### src/rtl/mc_ctrl_pkg.sv
// Shared encodings for the multi-cycle ARM-subset controller: FSM states,
// datapath select codes, condition codes and data-processing commands.
package mc_ctrl_pkg;

   localparam int unsigned INSTR_W = 20;
   localparam int unsigned FLAGS_W = 4;

   typedef enum logic [3:0] {
      ST_FETCH    = 4'h0,
      ST_DECODE   = 4'h1,
      ST_MEMADR   = 4'h2,
      ST_MEMREAD  = 4'h3,
      ST_MEMWB    = 4'h4,
      ST_MEMWRITE = 4'h5,
      ST_EXECUTER = 4'h6,
      ST_EXECUTEI = 4'h7,
      ST_ALUWB    = 4'h8,
      ST_BRANCH   = 4'h9,
      ST_FAULT    = 4'hF
   } state_e;

   localparam logic [1:0] SRCA_RN    = 2'b00;
   localparam logic [1:0] SRCA_PC    = 2'b01;
   localparam logic [1:0] SRCB_RM    = 2'b00;
   localparam logic [1:0] SRCB_IMM   = 2'b01;
   localparam logic [1:0] SRCB_FOUR  = 2'b10;
   localparam logic [1:0] RES_ALUOUT = 2'b00;
   localparam logic [1:0] RES_DATA   = 2'b01;
   localparam logic [1:0] RES_ALURES = 2'b10;
   localparam logic [1:0] IMM_DP     = 2'b00;
   localparam logic [1:0] IMM_MEM    = 2'b01;
   localparam logic [1:0] IMM_BR     = 2'b10;

   localparam logic [1:0] OP_DP  = 2'b00;
   localparam logic [1:0] OP_MEM = 2'b01;
   localparam logic [1:0] OP_BR  = 2'b10;

   localparam logic [3:0] COND_EQ = 4'h0;
   localparam logic [3:0] COND_NE = 4'h1;
   localparam logic [3:0] COND_CS = 4'h2;
   localparam logic [3:0] COND_CC = 4'h3;
   localparam logic [3:0] COND_MI = 4'h4;
   localparam logic [3:0] COND_PL = 4'h5;
   localparam logic [3:0] COND_VS = 4'h6;
   localparam logic [3:0] COND_VC = 4'h7;
   localparam logic [3:0] COND_HI = 4'h8;
   localparam logic [3:0] COND_LS = 4'h9;
   localparam logic [3:0] COND_GE = 4'hA;
   localparam logic [3:0] COND_LT = 4'hB;
   localparam logic [3:0] COND_GT = 4'hC;
   localparam logic [3:0] COND_LE = 4'hD;
   localparam logic [3:0] COND_AL = 4'hE;

   localparam logic [3:0] CMD_SUB = 4'h2;
   localparam logic [3:0] CMD_RSB = 4'h3;
   localparam logic [3:0] CMD_ADD = 4'h4;
   localparam logic [3:0] CMD_ADC = 4'h5;
   localparam logic [3:0] CMD_SBC = 4'h6;
   localparam logic [3:0] CMD_TST = 4'h8;
   localparam logic [3:0] CMD_TEQ = 4'h9;
   localparam logic [3:0] CMD_CMP = 4'hA;
   localparam logic [3:0] CMD_CMN = 4'hB;

   // Commands whose carry/overflow outputs are meaningful
   function automatic logic is_arith(input logic [3:0] cmd);
      return (cmd == CMD_ADD) || (cmd == CMD_ADC) || (cmd == CMD_SUB) ||
             (cmd == CMD_SBC) || (cmd == CMD_RSB) || (cmd == CMD_CMP) ||
             (cmd == CMD_CMN);
   endfunction

   // Compare/test commands only set flags and never write Rd
   function automatic logic is_test(input logic [3:0] cmd);
      return (cmd == CMD_TST) || (cmd == CMD_TEQ) || (cmd == CMD_CMP) ||
             (cmd == CMD_CMN);
   endfunction

endpackage

### src/rtl/mc_cond_check.sv
// ARM condition-code evaluation against the current NZCV flags.
module mc_cond_check
   import mc_ctrl_pkg::*;
(
   input  logic [3:0]         cond_i,
   input  logic [FLAGS_W-1:0] flags_i,
   output logic               cond_ex_o
);

   logic n, z, c, v;
   assign {n, z, c, v} = flags_i;

   // Code 4'hF shares the AL behaviour through the default branch
   always_comb begin
      cond_ex_o = 1'b1;
      case (cond_i)
         COND_EQ: cond_ex_o = z;
         COND_NE: cond_ex_o = ~z;
         COND_CS: cond_ex_o = c;
         COND_CC: cond_ex_o = ~c;
         COND_MI: cond_ex_o = n;
         COND_PL: cond_ex_o = ~n;
         COND_VS: cond_ex_o = v;
         COND_VC: cond_ex_o = ~v;
         COND_HI: cond_ex_o = c & ~z;
         COND_LS: cond_ex_o = ~c | z;
         COND_GE: cond_ex_o = (n == v);
         COND_LT: cond_ex_o = (n != v);
         COND_GT: cond_ex_o = ~z & (n == v);
         COND_LE: cond_ex_o = z | (n != v);
         COND_AL: cond_ex_o = 1'b1;
         default: cond_ex_o = 1'b1;
      endcase
   end

endmodule

### src/rtl/mc_controller_ws.sv
// Multi-cycle ARM-subset control unit with memory wait states, a bounded
// wait timeout and a sticky fault state for timeouts and undefined ops.
module mc_controller_ws
   import mc_ctrl_pkg::*;
#(
   parameter int unsigned MEM_TIMEOUT = 16,
   parameter int unsigned TIMEOUT_W   = 5,
   parameter logic [3:0]  FLAG_RESET  = 4'b0000
) (
   input  logic               clk,
   input  logic               reset,
   input  logic [INSTR_W-1:0] Instr,
   input  logic [FLAGS_W-1:0] ALUFlags,
   input  logic               MemReady,
   output logic               MemReq,
   output logic               PCWrite,
   output logic               MemWrite,
   output logic               RegWrite,
   output logic               IRWrite,
   output logic               AdrSrc,
   output logic [1:0]         RegSrc,
   output logic [1:0]         ALUSrcA,
   output logic [1:0]         ALUSrcB,
   output logic [1:0]         ResultSrc,
   output logic [1:0]         ImmSrc,
   output logic [3:0]         ALUControl,
   output logic               Fault,
   output logic [3:0]         State
);

   state_e               state_q, state_d;
   logic [FLAGS_W-1:0]   flags_q, flags_d;
   logic [TIMEOUT_W-1:0] cnt_q, cnt_d;
   logic                 cond_ex_q, cond_ex_d;
   logic                 cond_ex;
   logic                 mem_wait;
   logic                 reg_w, pcs, next_pc;

   // Instr holds bits [31:12] of the instruction word
   logic [3:0] cond, cmd, rd;
   logic [1:0] op;
   logic       i_bit, s_bit, l_bit;
   logic       unused_rn;
   assign cond      = Instr[19:16];
   assign op        = Instr[15:14];
   assign i_bit     = Instr[13];
   assign cmd       = Instr[12:9];
   assign s_bit     = Instr[8];
   assign l_bit     = Instr[8];
   assign unused_rn = ^Instr[7:4];
   assign rd        = Instr[3:0];

   mc_cond_check u_cond_check (
      .cond_i    (cond),
      .flags_i   (flags_q),
      .cond_ex_o (cond_ex)
   );

   always_ff @(posedge clk or negedge reset) begin
      if (!reset) begin
         state_q   <= ST_FETCH;
         flags_q   <= FLAG_RESET;
         cnt_q     <= '0;
         cond_ex_q <= 1'b0;
      end else begin
         state_q   <= state_d;
         flags_q   <= flags_d;
         cnt_q     <= cnt_d;
         cond_ex_q <= cond_ex_d;
      end
   end

   // Next state, flag update and memory wait counter
   always_comb begin
      state_d   = state_q;
      flags_d   = flags_q;
      cond_ex_d = cond_ex_q;
      cnt_d     = '0;
      mem_wait  = 1'b0;
      case (state_q)
         ST_FETCH: begin
            if (MemReady) state_d = ST_DECODE;
            else          mem_wait = 1'b1;
         end
         ST_DECODE: begin
            cond_ex_d = cond_ex;
            case (op)
               OP_DP:   state_d = i_bit ? ST_EXECUTEI : ST_EXECUTER;
               OP_MEM:  state_d = ST_MEMADR;
               OP_BR:   state_d = ST_BRANCH;
               default: state_d = ST_FAULT;
            endcase
         end
         ST_MEMADR: state_d = l_bit ? ST_MEMREAD : ST_MEMWRITE;
         ST_MEMREAD: begin
            if (MemReady) state_d = ST_MEMWB;
            else          mem_wait = 1'b1;
         end
         ST_MEMWRITE: begin
            if (MemReady) state_d = ST_FETCH;
            else          mem_wait = 1'b1;
         end
         ST_EXECUTER, ST_EXECUTEI: begin
            state_d = ST_ALUWB;
            if (s_bit && cond_ex_q) begin
               flags_d[3:2] = ALUFlags[3:2];
               if (is_arith(cmd)) flags_d[1:0] = ALUFlags[1:0];
            end
         end
         ST_MEMWB, ST_ALUWB, ST_BRANCH: state_d = ST_FETCH;
         ST_FAULT: state_d = ST_FAULT;
         default:  state_d = ST_FAULT;
      endcase
      // A ready in the last allowed cycle still advances normally
      if (mem_wait) begin
         cnt_d = cnt_q + TIMEOUT_W'(1);
         if ((MEM_TIMEOUT != 0) && (cnt_q == TIMEOUT_W'(MEM_TIMEOUT - 1)))
            state_d = ST_FAULT;
      end
   end

   // Output decode; memory strobes are also gated by reset so they drop at once
   always_comb begin
      MemReq     = 1'b0;
      MemWrite   = 1'b0;
      IRWrite    = 1'b0;
      AdrSrc     = 1'b0;
      ALUSrcA    = SRCA_RN;
      ALUSrcB    = SRCB_RM;
      ResultSrc  = RES_ALUOUT;
      ALUControl = CMD_ADD;
      RegSrc     = 2'b00;
      ImmSrc     = IMM_DP;
      reg_w      = 1'b0;
      pcs        = 1'b0;
      next_pc    = 1'b0;
      case (state_q)
         ST_FETCH: begin
            MemReq    = reset;
            IRWrite   = MemReady & reset;
            next_pc   = MemReady & reset;
            ALUSrcA   = SRCA_PC;
            ALUSrcB   = SRCB_FOUR;
            ResultSrc = RES_ALURES;
         end
         ST_DECODE: begin
            ALUSrcA   = SRCA_PC;
            ALUSrcB   = SRCB_FOUR;
            ResultSrc = RES_ALURES;
         end
         ST_MEMADR: ALUSrcB = SRCB_IMM;
         ST_MEMREAD: begin
            MemReq = reset;
            AdrSrc = 1'b1;
         end
         ST_MEMWB: begin
            ResultSrc = RES_DATA;
            reg_w     = 1'b1;
            pcs       = (rd == 4'hF);
         end
         ST_MEMWRITE: begin
            MemReq   = reset;
            MemWrite = cond_ex_q & reset;
            AdrSrc   = 1'b1;
         end
         ST_EXECUTER: ALUControl = cmd;
         ST_EXECUTEI: begin
            ALUSrcB    = SRCB_IMM;
            ALUControl = cmd;
         end
         ST_ALUWB: begin
            reg_w = ~is_test(cmd);
            pcs   = (rd == 4'hF);
         end
         ST_BRANCH: begin
            ALUSrcB   = SRCB_IMM;
            ResultSrc = RES_ALURES;
            pcs       = 1'b1;
         end
         default: ;
      endcase
      if (state_q != ST_FAULT) begin
         RegSrc = {op == OP_MEM, op == OP_BR};
         case (op)
            OP_MEM:  ImmSrc = IMM_MEM;
            OP_BR:   ImmSrc = IMM_BR;
            default: ImmSrc = IMM_DP;
         endcase
      end
   end

   assign RegWrite = reg_w & cond_ex_q;
   assign PCWrite  = next_pc | (pcs & cond_ex_q);
   assign Fault    = (state_q == ST_FAULT);
   assign State    = state_q;

endmodule

### config.mk
export PLATFORM = sky130hd
export DESIGN_NAME = mc_controller_ws
export DESIGN_NICKNAME = d
export VERILOG_FILES = /design/src/rtl/mc_ctrl_pkg.sv /design/src/rtl/mc_cond_check.sv /design/src/rtl/mc_controller_ws.sv
export SDC_FILE = /design/constraint.sdc
export NUM_CORES = 1
export LEC_CHECK = 0
export ABC_AREA = 1
export CAP_MARGIN = 10
export CORE_MARGIN = 3
export CORE_UTILIZATION = 46
export DETAILED_ROUTE_END_ITERATION = 12
export MAX_ROUTING_LAYER = met4
export PLACE_DENSITY_LB_ADDON = 0.05
export SYNTH_ARGS = -nofsm -noshare
export SYNTH_HDL_FRONTEND = slang
export SYNTH_HIERARCHICAL = 1
export SYNTH_SLANG_ARGS = --single-unit
### constraint.sdc
create_clock -name clk -period 4.2 [get_ports clk]
set_clock_uncertainty 0.15 [all_clocks]
set_input_delay 0.84 -clock clk [delete_from_list [all_inputs] [get_ports clk]]
set_output_delay 0.84 -clock clk [all_outputs]
set_load 0.02 [all_outputs]
==> results.yml <==
yosys:
  syn-num-nets: 237
  synth_seq_cells: 14
  yosysSeqAreaShare_pct: 28.03
  synth_cell_type_count: 24
  async_flop_share_pct: 100.0
  syn_area_mm2: 0.001250
  yosys_warnings: 6
  synth-edff-count: 0
  synth_cells: 202
  syn_area_per_cell_um2: 6.188
  ys.flop_type: "dfrtp_1"
die:
  die_w_um: 58.13
  coreArea_mm2: 0.002522
  rows: 18
  ios: 52
  initial_core_util_pct: 49.55
  die_area_mm2: 0.003379
  dieHeight_um: 58.13
placed_design:
  port_buffers: 46
  place_hpwl_mm: 2.380
  gp_congestion: 0.9020
  place_inst: 277
worst_hold_path:
  hp-class: "reg -> reg"
  hold_depth: 1
timing:
  grt_setup_unrepaired: "false"
  min_period_ns: 3.373
  finalSetupTns_ns: 0
  setup_viol: 0
  finalHoldViolCount: 0
  drv_slew: 0
  period_share_pct: 80.30
  max_clock_freq_mhz: 296.5
cells_and_area:
  diodes: 0
  final_nets: 287
  nFillCells: 245
  syn_to_final_growth_pct: 42.34
  drive_above_1_share_pct: 7.171
  stdcell_count: 281
route:
  vias_per_cell: 4.915
  drt-total-wl_mm: 2.944
  avgRoutedWirePerCell_um: 10.48
  vias: 1381
  drt_iter0_drc: 84
  post-route-drc-count: 0
  dr.pass1.iters: 4
  drtAntennaViolNets: 0
cts:
  clk_latency_ns: 0.28
  clk_path_buf_depth: 2
  hold_buffers: 0
  cts_root_buf: "clkbuf_4"
  cts_resized: 0
  postCtsSetupRepairBufs: 0
  clkTransAtPathRegs_ns: 0.08
  htreeDepth: 1
  tritoncts: "yes"
  cts_buffers: 3
  clock_sinks: 14
global_route:
  grt_antenna_before_repair: 0
  grt_overflow: 0
  use_met1_pct: 26.04
  use_met3_pct: 5.122
  busiest_layer: "met2"
  grtUsageTotal_pct: 19.16
  grt_start_max_net_pins: 17
  grt_pass1_vias: 1157
  met2_usage_pct: 28.55
  grt_pass1_wl_mm: 4.940
status:
  status: "completed"
setup_path:
  cp_max_fo: 16
  reg2reg_depth: 5
  start_kind: "primary input"
  endpoint_kind: "output port"
  worstPathArrival_ns: 2.38
  cp.required_ns: 3.21
  setup.worst_path.class: "in -> out"
power_and_ir_drop:
  p_leak_nw: 0.9358
  ir_drop_mv: 0.4186
  powerDensity_mw_per_mm2: 517.1
flow_run:
  max_cap_violations: 0
final timing paths:
| kind | start | endpoint | slack, ns |
|---|---|---|---|
| setup reg to reg | State[3] | State[2] | 2.69 |
| hold / removal | cnt_q[0] | cnt_q[0] | 0.32 |
| setup / recovery | reset | MemWrite | 0.83 |
| min in group asynchronous | reset | flags_q[3] | 0.79 |
| max in group asynchronous | reset | cnt_q[0] | 2.93 |
| hold reg to reg | cnt_q[0] | cnt_q[0] | 0.32 |
metal layers:
layer	vias to the layer above	routed length (µm)
met5	-	0
met4	0	17
met3	4	295
met2	61	1306
met1	594	1326
li1	722	-
synth_stat cells (2+ instances only):
library cell	count	area share (%)
inv_2	2	0.60
nor2_4	2	1.8
nand2_2	5	2.5
nand4_1	3	1.5
o21ai_0	5	2.0
nor2_1	31	9.3
a21oi_1	5	2.0
nand3_1	22	8.8
nand2_1	60	18
inv_1	32	9.6
dfrtp_1	14	28
ha_1	8	8.0
nand3_2	2	1.6
area by class of cell:
type	count	area [µm²]	area share (%)
well taps	30	37.54	2.110
clock buffers	4	36.28	2.039
flip-flops and latches	14	350.3	19.69
repair buffers	47	467.9	26.30
inverters	34	127.6	7.173
multi-input cells	152	759.5	42.69
flip-flops by register name, summed over array words and instances (netlist names):
signal	flops
cnt_q	5
State	4
flags_q	4
cond_ex_q	1
logic make-up (layout without fill, tap and decap cells):
| family | count (synthesis) | after routing | synth area share, % |
|---|---|---|---|
| and+or+nand+nor | 128 | 128 | 45.35 |
| buffers and inverters | 36 | 85 | 11.21 |
| DFF | 14 | 14 | 28.03 |
| AOI/OAI and AO/OA | 13 | 13 | 5.706 |
| adders and majority gates | 8 | 8 | 8.008 |
| xor gates and xnor gates | 2 | 2 | 1.402 |
| other | 1 | 1 | 0.3000 |
where the power goes:
| part | switching, W | total [W] | internal [W] |
|---|---|---|---|
| Sequential | 0.0000716 | 0.000254 | 0.000182 |
| Combinational | 0.000333 | 0.000571 | 0.000238 |
| Clock | 0.0000428 | 0.0000956 | 0.0000528 |
cells in the final DEF (no fill, tap or decap), types with 2 or more instances in the layout:
cell type and count:
nand3_1 22, o21ai_0 5, inv_2 2, nand3_2 2, a21oi_1 5, clkdlybuf4s50_1 46
dfrtp_1 14, ha_1 8, nor2_4 2, nand4_1 3, nor2_1 31, inv_1 32
clkbuf_4 3, nand2_2 5, nand2_1 60
critical path, stage by stage:
cell	delay (ns)
clkdlybuf4s50_1	0.51
buf_4	0.24
nand2_1	0.07
nor2_1	0.10
clkdlybuf4s50_1	0.61
per-stage QoR:
step,setup WS (ns),utilization (%),hold slack (ns),instance area (µm²),power (W)
after floorplan,1.741,-,0.2810,1250,0.0006039
after global placement,0.8139,69.10,0.3034,1743,0.0008187
after detailed placement,0.8042,69.10,0.3158,1743,0.0008247
after CTS,0.8053,70.54,0.3273,1779,0.0009239
after global routing,0.7253,70.54,0.3537,1779,0.001005
final,0.8273,70.54,0.3217,1779,0.0009200
(Power assumes the default switching activity.)
